**src/rtl/alu_pkg.sv**
```systemverilog
// Shared definitions for the ALU issue stage: default datapath width and op encodings.
package alu_pkg;
  localparam int   ALU_WIDTH = 9;
  localparam logic OP_ADD    = 1'b1;
  localparam logic OP_SUB    = 1'b0;
endpackage

```
**src/rtl/addsub_unit.sv**
```systemverilog
// Purely combinational add/subtract with carry/borrow and signed-overflow flags.
module addsub_unit
  import alu_pkg::*;
#(
  parameter int WIDTH = ALU_WIDTH
) (
  input  logic [WIDTH-1:0] a,
  input  logic [WIDTH-1:0] b,
  input  logic             op,
  output logic [WIDTH-1:0] result,
  output logic             carry,
  output logic             ovf
);
  logic [WIDTH:0] sum;
  logic           sign_a, sign_b, sign_r;

  always_comb begin
    // The extra top bit is the carry on add and the borrow (a < b) on subtract.
    if (op == OP_ADD) sum = {1'b0, a} + {1'b0, b};
    else              sum = {1'b0, a} - {1'b0, b};
    result = sum[WIDTH-1:0];
    carry  = sum[WIDTH];
    sign_a = a[WIDTH-1];
    sign_b = b[WIDTH-1];
    sign_r = sum[WIDTH-1];
    if (op == OP_ADD) ovf = (sign_a == sign_b) && (sign_r != sign_a);
    else              ovf = (sign_a != sign_b) && (sign_r != sign_a);
  end
endmodule

```
**src/rtl/alu_issue_stage.sv**
```systemverilog
// Two-stage ready/valid ALU issue stage: operand register (p1) then result/flag register (p2).
module alu_issue_stage
  import alu_pkg::*;
#(
  parameter int WIDTH = ALU_WIDTH
) (
  input  logic             clk,
  input  logic             rst,
  input  logic             flush,
  input  logic             in_valid,
  output logic             in_ready,
  input  logic             in_op,
  input  logic [WIDTH-1:0] in_a,
  input  logic [WIDTH-1:0] in_b,
  output logic             out_valid,
  input  logic             out_ready,
  output logic [WIDTH-1:0] out_result,
  output logic             out_carry,
  output logic             out_zero,
  output logic             out_ovf,
  output logic [15:0]      op_count
);
  logic             vld_p1_q, vld_p1_d;
  logic             op_p1_q, op_p1_d;
  logic [WIDTH-1:0] a_p1_q, a_p1_d;
  logic [WIDTH-1:0] b_p1_q, b_p1_d;
  logic             vld_p2_q, vld_p2_d;
  logic [WIDTH-1:0] res_p2_q, res_p2_d;
  logic             carry_p2_q, carry_p2_d;
  logic             zero_p2_q, zero_p2_d;
  logic             ovf_p2_q, ovf_p2_d;
  logic [15:0]      cnt_q, cnt_d;
  logic [WIDTH-1:0] alu_res;
  logic             alu_carry, alu_ovf;
  logic             s2_load, s1_adv, in_fire, out_fire;

  addsub_unit #(.WIDTH(WIDTH)) u_addsub (
    .a      (a_p1_q),
    .b      (b_p1_q),
    .op     (op_p1_q),
    .result (alu_res),
    .carry  (alu_carry),
    .ovf    (alu_ovf)
  );

  always_comb begin
    s2_load  = !vld_p2_q || out_ready;
    s1_adv   = vld_p1_q && s2_load;
    in_ready = !rst && !flush && (!vld_p1_q || s1_adv);
    in_fire  = in_valid && in_ready;
    out_fire = vld_p2_q && out_ready;

    // p0 -> p1: capture operands on an input transfer
    vld_p1_d = vld_p1_q && !s1_adv;
    if (in_fire) vld_p1_d = 1'b1;
    if (flush)   vld_p1_d = 1'b0;
    op_p1_d = in_fire ? in_op : op_p1_q;
    a_p1_d  = in_fire ? in_a  : a_p1_q;
    b_p1_d  = in_fire ? in_b  : b_p1_q;

    // p1 -> p2: result and flags only move when the output slot frees up
    vld_p2_d = s2_load ? vld_p1_q : vld_p2_q;
    if (flush) vld_p2_d = 1'b0;
    res_p2_d   = s1_adv ? alu_res            : res_p2_q;
    carry_p2_d = s1_adv ? alu_carry          : carry_p2_q;
    zero_p2_d  = s1_adv ? (alu_res == '0)    : zero_p2_q;
    ovf_p2_d   = s1_adv ? alu_ovf            : ovf_p2_q;

    cnt_d = out_fire ? cnt_q + 16'd1 : cnt_q;
  end

  always_ff @(posedge clk) begin
    if (rst) begin
      vld_p1_q   <= 1'b0;
      vld_p2_q   <= 1'b0;
      res_p2_q   <= '0;
      carry_p2_q <= 1'b0;
      zero_p2_q  <= 1'b0;
      ovf_p2_q   <= 1'b0;
      cnt_q      <= 16'd0;
    end else begin
      vld_p1_q   <= vld_p1_d;
      vld_p2_q   <= vld_p2_d;
      res_p2_q   <= res_p2_d;
      carry_p2_q <= carry_p2_d;
      zero_p2_q  <= zero_p2_d;
      ovf_p2_q   <= ovf_p2_d;
      cnt_q      <= cnt_d;
    end
  end

  // Operand register carries no reset: its contents are qualified by vld_p1_q.
  always_ff @(posedge clk) begin
    op_p1_q <= op_p1_d;
    a_p1_q  <= a_p1_d;
    b_p1_q  <= b_p1_d;
  end

  assign out_valid  = vld_p2_q;
  assign out_result = res_p2_q;
  assign out_carry  = carry_p2_q;
  assign out_zero   = zero_p2_q;
  assign out_ovf    = ovf_p2_q;
  assign op_count   = cnt_q;
endmodule
```
**config.mk**
```make
export PLATFORM = sky130hd
export DESIGN_NAME = alu_issue_stage
export DESIGN_NICKNAME = d
export VERILOG_FILES = /design/src/rtl/alu_pkg.sv /design/src/rtl/addsub_unit.sv /design/src/rtl/alu_issue_stage.sv
export SDC_FILE = /design/constraint.sdc
export NUM_CORES = 1
export LEC_CHECK = 0
export BUFFER_PORTS_ARGS = -buffer_cell sky130_fd_sc_hd__buf_2
export CAP_MARGIN = 20
export CORE_AREA = 3 3 73 75
export CTS_CLUSTER_DIAMETER = 30
export CTS_CLUSTER_SIZE = 8
export DETAILED_ROUTE_END_ITERATION = 10
export DIE_AREA = 0 0 76 78
export PLACE_DENSITY = 0.77
export SYNTH_ARGS = -nofsm -noshare
export SYNTH_HDL_FRONTEND = slang
export SYNTH_HIERARCHICAL = 1
export SYNTH_SLANG_ARGS = --single-unit
```
**constraint.sdc**
```tcl
create_clock -name clk -period 3.4 [get_ports clk]
set_clock_uncertainty 0.15 [all_clocks]
set_input_delay 0.51 -clock clk [delete_from_list [all_inputs] [get_ports clk]]
set_output_delay 0.51 -clock clk [all_outputs]
set_load 0.01 [all_outputs]
```
# --- Word-level counts from Yosys, hierarchy flattened ---
# Index checks and enable logic that the tools add are counted.
word_totals:
  reg_bits: 49
  input_bits: 24
  out_inout_bits: 30
  elab_cells: 36
classes:
  n_addsub: 3
  eq_ne: 3
  n_mux: 3
  reduce_logical: 17
op_table:
  columns: ["cell", "n"]
  rows:
  - ["adder 16 x 1 -> 16 bit (second input constant)", 1]
  - ["adder 9 x 9 -> 10 bit", 1]
  - ["two-way mux 10 bit", 1]
  - ["subtractor 9 x 9 -> 10 bit", 1]
  - ["zero test 9 bit", 1]
  - ["logical AND 1 bit", 8]
  - ["zero test 1 bit", 5]
  - ["logical OR 1 bit", 2]
  - ["two-way mux 1 bit", 2]
  - ["inequality test 1 bit", 2]
  - ["OR reduction 2 bit", 1]
  - ["equality test 1 bit", 1]

# --- Depth between registers and ports, before layout ---
logic_depth:
  depth_word: 7
  ltp_mapped: 13

# --- By module ---
# Netlist, hierarchy kept.
modules_own_cells:
  columns: ["mod", "n_inst", "cells_per_inst", "area_each_um2", "seq_area_each_um2"]
  rows:
  - ["alu_issue_stage", 1, 157, 1878.1, 1171.1]
  - ["addsub_unit", 1, 87, 670.6, 0.0]

# --- Least setup slack after synthesis ---
# OpenSTA, ideal clock, no wires.
synth_path:
  path_type: "register -> register"
  startpoint: "reg b_p1_q[5]"
  endpoint: "reg ovf_p2_q (netlist: out_ovf)"
  arrival_time_ns: 2.730
  required_time_ns: 3.123
  slack_ns: 0.392
  stages_incl_launch_ff: 12
  n_path_buf: 0
  cell_sequence: "edfxtp_1 -> or4_4 -> nor4_4 -> nor2_1 -> xor2_1 -> ha_1 -> o21a_1 -> o21bai_1 -> a221oi_2 -> mux2_1 -> mux2i_1 -> nor2_1"
synth_between:
  elab_chain_cells: 5
  word_cells_on_any_way: 7
  cone_classes: "add/sub: 2; eq/ne: 1; mux: 2; reduce/logical: 2"
synth_lines:
  columns: ["item", "line_no", "source"]
  rows:
  - ["from (decl)", "alu_issue_stage.sv:26", "logic [WIDTH-1:0] b_p1_q, b_p1_d;"]
  - ["from (signal assigned)", "alu_issue_stage.sv:96", "b_p1_q <= b_p1_d;"]
  - ["subtractor 9 x 9 -> 10 bit or adder 9 x 9 -> 10 bit (tied branches)", "addsub_unit.sv:20, addsub_unit.sv:19", null]
  - ["two-way mux 10 bit (*)", "addsub_unit.sv:19", "if (op == OP_ADD) sum = {1'b0, a} + {1'b0, b};"]
  - ["via alu_res[8]", "alu_issue_stage.sv:33", "logic [WIDTH-1:0] alu_res;"]
  - ["inequality test 1 bit (*)", "addsub_unit.sv:26, addsub_unit.sv:27", null]
  - ["logical AND 1 bit, on equally long branches", "addsub_unit.sv:27, addsub_unit.sv:26", null]
  - ["two-way mux 1 bit (*)", "addsub_unit.sv:26", "if (op == OP_ADD) ovf = (sign_a == sign_b) && (sign_r != sign_a);"]
  - ["via alu_ovf", "alu_issue_stage.sv:34", "logic alu_carry, alu_ovf;"]
  - ["to (signal assigned)", "alu_issue_stage.sv:87", "ovf_p2_q <= ovf_p2_d;"]
  - ["to (decl)", "alu_issue_stage.sv:31", "logic ovf_p2_q, ovf_p2_d;"]
# The timed path passes the listed nets; every way through them passes the cells marked *.
# A chain may end at the register's enable or synchronous reset.

# --- Worst setup path in the final report ---
# Same ends and word-level chain as after synthesis.

==> out/qor.csv <==
stage,metric,value,unit
placed_design,place_ws,0.155,ns
placed_design,placed_cells_incl_taps,357,
min_path,hold_path.class,input pin to flip-flop,
power,vdd_ir_drop_max,0.251,mV
die,die_height,78,um
worst_setup_path,cp_num_cells,11,
sta,rsz0062_at_grt,false,
worst_setup_path,startpoint_type,flip-flop,
power,power.internal,0.927,mW
detailed_routing,first_pass_iters,4,
global_routing,grt_pass1_wl,8810,um
worst_setup_path,maximum_fanout_along_the_worst_path,7,
worst_setup_path,critPathCaptureType,flip-flop,
placed_design,gp_congestion,0.824,
synthesis,syn_area_per_cell,10.4,sq um
clock_tree,cts_hold_buf,0,
worst_setup_path,critical_path.n_buffers_inverters,0,
detailed_routing,routed-via-count,1966,
synthesis,yosysTopAreaCellShare,23.6,%
die,placement_rows,25,
global_routing,grt_antenna_before_repair,0,
outcome,status,finished clean,
synthesis,synthesis.area,0.00255,sq mm
worst_setup_path,timing.critical_path.mode_cell,sky130_fd_sc_hd__nor2_1,
sta,tns,0,ns
sta,share_of_the_clock_period_used_by_the_worst_path,95.5,%
synthesis,synth-edff-count,19,
clock_tree,cts_htree_levels,2,
clock_tree,tritoncts.num_buffers,5,
clock_tree,cts.root.buffer_cell,sky130_fd_sc_hd__clkbuf_8,
detailed_routing,vias_per_cell,5.37,
sta,slew_violations,0,
power,power.static_leakage,1.31,nW
finish,fin_cells,366,
power,part_of_the_total_power_dissipated_in_sequential_elements,52.2,%
synthesis,synth.top_cells.by_area,"sky130_fd_sc_hd__dfxtp_1, sky130_fd_sc_hd__edfxtp_1, sky130_fd_sc_hd__ha_1, sky130_fd_sc_hd__xor2_1, sky130_fd_sc_hd__nor2_1",
sta,hold_viol,0,
power,power.clock.fraction,31.7,%
worst_setup_path,crit_chain,"or4_4, nor4_4, nor2_1, xor2_1, ha_2, o21a_1, o21bai_1, a221oi_2, mux2_1, mux2i_1, nor2_1",
die,die_area,0.00593,sq mm
clock_tree,clk-insertion-delay-late,0.29,ns
sta,whs,0.234,ns
synthesis,synth_top_flop_cell,sky130_fd_sc_hd__dfxtp_1,
worst_setup_path,largest_incremental_delay_on_the_critical_path,0.59,ns
worst_setup_path,crit_path_top_delay_cell,sky130_fd_sc_hd__or4_4,
detailed_routing,wl_per_cell,14.0,um
power,p_sw_share,24.9,%
synthesis,mappedNetlistNets,282,
synthesis,synth_cell_types,45,
sta,finalWorstSetupSlack,0.152,ns
detailed_routing,postRouteAntennaNets,0,
finish,antennaDiodeCount,0,
synthesis,synth_async_sr_flop_share,0,%
sta,fin_crit,3.25,ns
global_routing,grt_start_max_net_pins,34,
synthesis,yosys_warnings,6,
finish,register_area,0.00117,sq mm
worst_setup_path,timing.critical_path.arrival,3.27,ns
detailed_routing,drt_wl_total,5130,um
power,p_total,1.23,mW
die,floorplan.core_area,0.00472,sq mm
synthesis,yosysSeqAreaShare,45.9,%
finish,final_nets,336,
finish,synthToLayoutAreaGrowth,16.8,%
clock_tree,clock_transition_at_the_register_clock_pins_on_the_worst_setup_and_hold_paths_after_cts,0.09,ns
worst_setup_path,r2r_cells,11,
sta,fmax,308,MHz
detailed_routing,initialDrtViolationCount,162,
die,initial_core_util,54.0,%
finish,post_route_cells_drive_above_1_share,24.7,%
placed_design,detailedPlacementHpwl,3810,um
power,power.density_cell_area,415,mW/mm^2
synthesis,yosys.cell_count.top_type,sky130_fd_sc_hd__nor2_1,
sta,worst_pin_slew,0.820,ns
min_path,holdPathStages,1,
synthesis,yosysTopAreaCell,sky130_fd_sc_hd__dfxtp_1,
die,die_w,76,um
finish,fillerInstances,407,
finish,multiInputGateArea,0.00131,sq mm
sta,setup-violations-final,0,
synthesis,synthCells,244,
power,comb_power_share,16.0,%
synthesis,postSynthRegisterBits,49,
global_routing,grt_usage,18.5,%
detailed_routing,drt_drc_violations_left,0,
clock_tree,numClockSinks,49,
worst_setup_path,crit_type,flip-flop to flip-flop,
clock_tree,tritoncts,done,
worst_setup_path,required,3.42,ns
placed_design,portBuffers,53,
die,io-pin-count,54,
power,total_switching_power,0.308,mW
sta,maxSlewHeadroom,45.4,%
worst_setup_path,largest_delay_contributor_family_on_the_critical_path,simple AND/OR/NAND/NOR gates,
clock_tree,clk_path_buf_depth,2,
synthesis,synth_commonest_cells,"sky130_fd_sc_hd__nor2_1, sky130_fd_sc_hd__dfxtp_1, sky130_fd_sc_hd__edfxtp_1, sky130_fd_sc_hd__xor2_1",
global_routing,first_global_vias,1931,
run,cap_violations,0,
global_routing,globalRouteOverflowTotal,0,
==> worst register-to-register path, delay by kind of cell (launching register included) <==
family	cells	cell delay, ns
multiplexers	2	0.52
XOR/XNOR	1	0.16
AO/OA/AOI/OAI	3	0.54
adder cells (fa/ha/maj)	1	0.40
AND/OR/NAND/NOR	4	0.94
flip-flops	1	0.42
==> area by class of cell <==
cell class / instances / area share [%]
Clock buffer: 8 / 3.74
Inverter: 7 / 0.883
Multi-Input combinational cell: 181 / 44.1
Sequential cell: 49 / 39.3
Tap cell: 67 / 2.82
Timing Repair Buffer: 54 / 9.16
==> layer usage <==
layer  part of all wire (%)  vias up  track usage, %
li1                       -      979               -
met1                     45      922            23.5
met2                     48       54            30.5
met3                    4.9       11            3.83
met4                    1.9        0            8.15
met5                      0        -               0
==> logic make-up after synthesis <==
family	Yosys count	synth area share (%)
buffers and inverters	14	2.80
adders and majority gates	14	7.17
and+or+nand+nor	95	20.8
xor gates and xnor gates	28	9.62
AOI/OAI and AO/OA	29	7.46
muxes	15	6.23
DFF	49	46.0
==> stage by stage <==
| step | instance area (sq um) | util, % |
|---|---|---|
| after floorplan | 2550 | - |
| after global placement | 2850 | 60.4 |
| after detailed placement | 2850 | 60.4 |
| after CTS | 2960 | 62.8 |
| after global routing | 2980 | 63.0 |
| final | 2980 | 63.0 |
==> power groups by stage <==
| stage | combinational [mW] | clock [mW] | sequential (mW) |
|---|---|---|---|
| 6_report | 0.198 | 0.392 | 0.645 |
| 5_1_grt | 0.221 | 0.427 | 0.648 |
| 4_1_cts | 0.195 | 0.404 | 0.645 |
| 3_5_place_dp | 0.194 | 0 | 0.659 |
| 3_3_place_gp | 0.189 | 0 | 0.658 |
| 2_1_floorplan | 0.140 | 0 | 0.658 |
==> placed cells by master, fill, tap and decap left out, types with 3 or more instances in the layout <==
master	count
sky130_fd_sc_hd__buf_2	53
sky130_fd_sc_hd__nor2_1	35
sky130_fd_sc_hd__dfxtp_1	30
sky130_fd_sc_hd__edfxtp_1	19
sky130_fd_sc_hd__xor2_1	16
sky130_fd_sc_hd__a21oi_1	13
sky130_fd_sc_hd__xnor2_1	12
sky130_fd_sc_hd__nand2_1	12
sky130_fd_sc_hd__mux2i_1	11
sky130_fd_sc_hd__ha_1	11
sky130_fd_sc_hd__nand3_1	9
sky130_fd_sc_hd__nor3_1	8
sky130_fd_sc_hd__inv_1	7
sky130_fd_sc_hd__clkbuf_8	6
sky130_fd_sc_hd__nand4_1	5
sky130_fd_sc_hd__nor4_1	5
sky130_fd_sc_hd__nor2b_1	4
sky130_fd_sc_hd__a211oi_1	3
sky130_fd_sc_hd__o21ai_0	3
==> what timing repair did <==
item                       in CTS  in global routing
gates resized for setup         0                  2
setup buffers                   0                  1
setup endpoints to repair       0                  1
==> final timing paths <==
kind / start / endpoint / slack [ns]
setup / recovery: b_p1_q[5]$_DFFE_PP_ / out_ovf$_SDFFE_PP0P_ / 0.15
hold / removal: in_a[5] / a_p1_q[5]$_DFFE_PP_ / 0.23
setup reg to reg: b_p1_q[5]$_DFFE_PP_ / out_ovf$_SDFFE_PP0P_ / 0.15
hold reg to reg: out_zero$_SDFFE_PP0P_ / out_zero$_SDFFE_PP0P_ / 0.31
==> sequential cells by signal, indices dropped and copies added, names as in the netlist <==
name	count
out_ovf	1
op_count	16
out_result	9
out_zero	1
b_p1_q	9
vld_p1_q	1
out_valid	1
a_p1_q	9
out_carry	1
op_p1_q	1
Power figures use the tool's default switching activity.
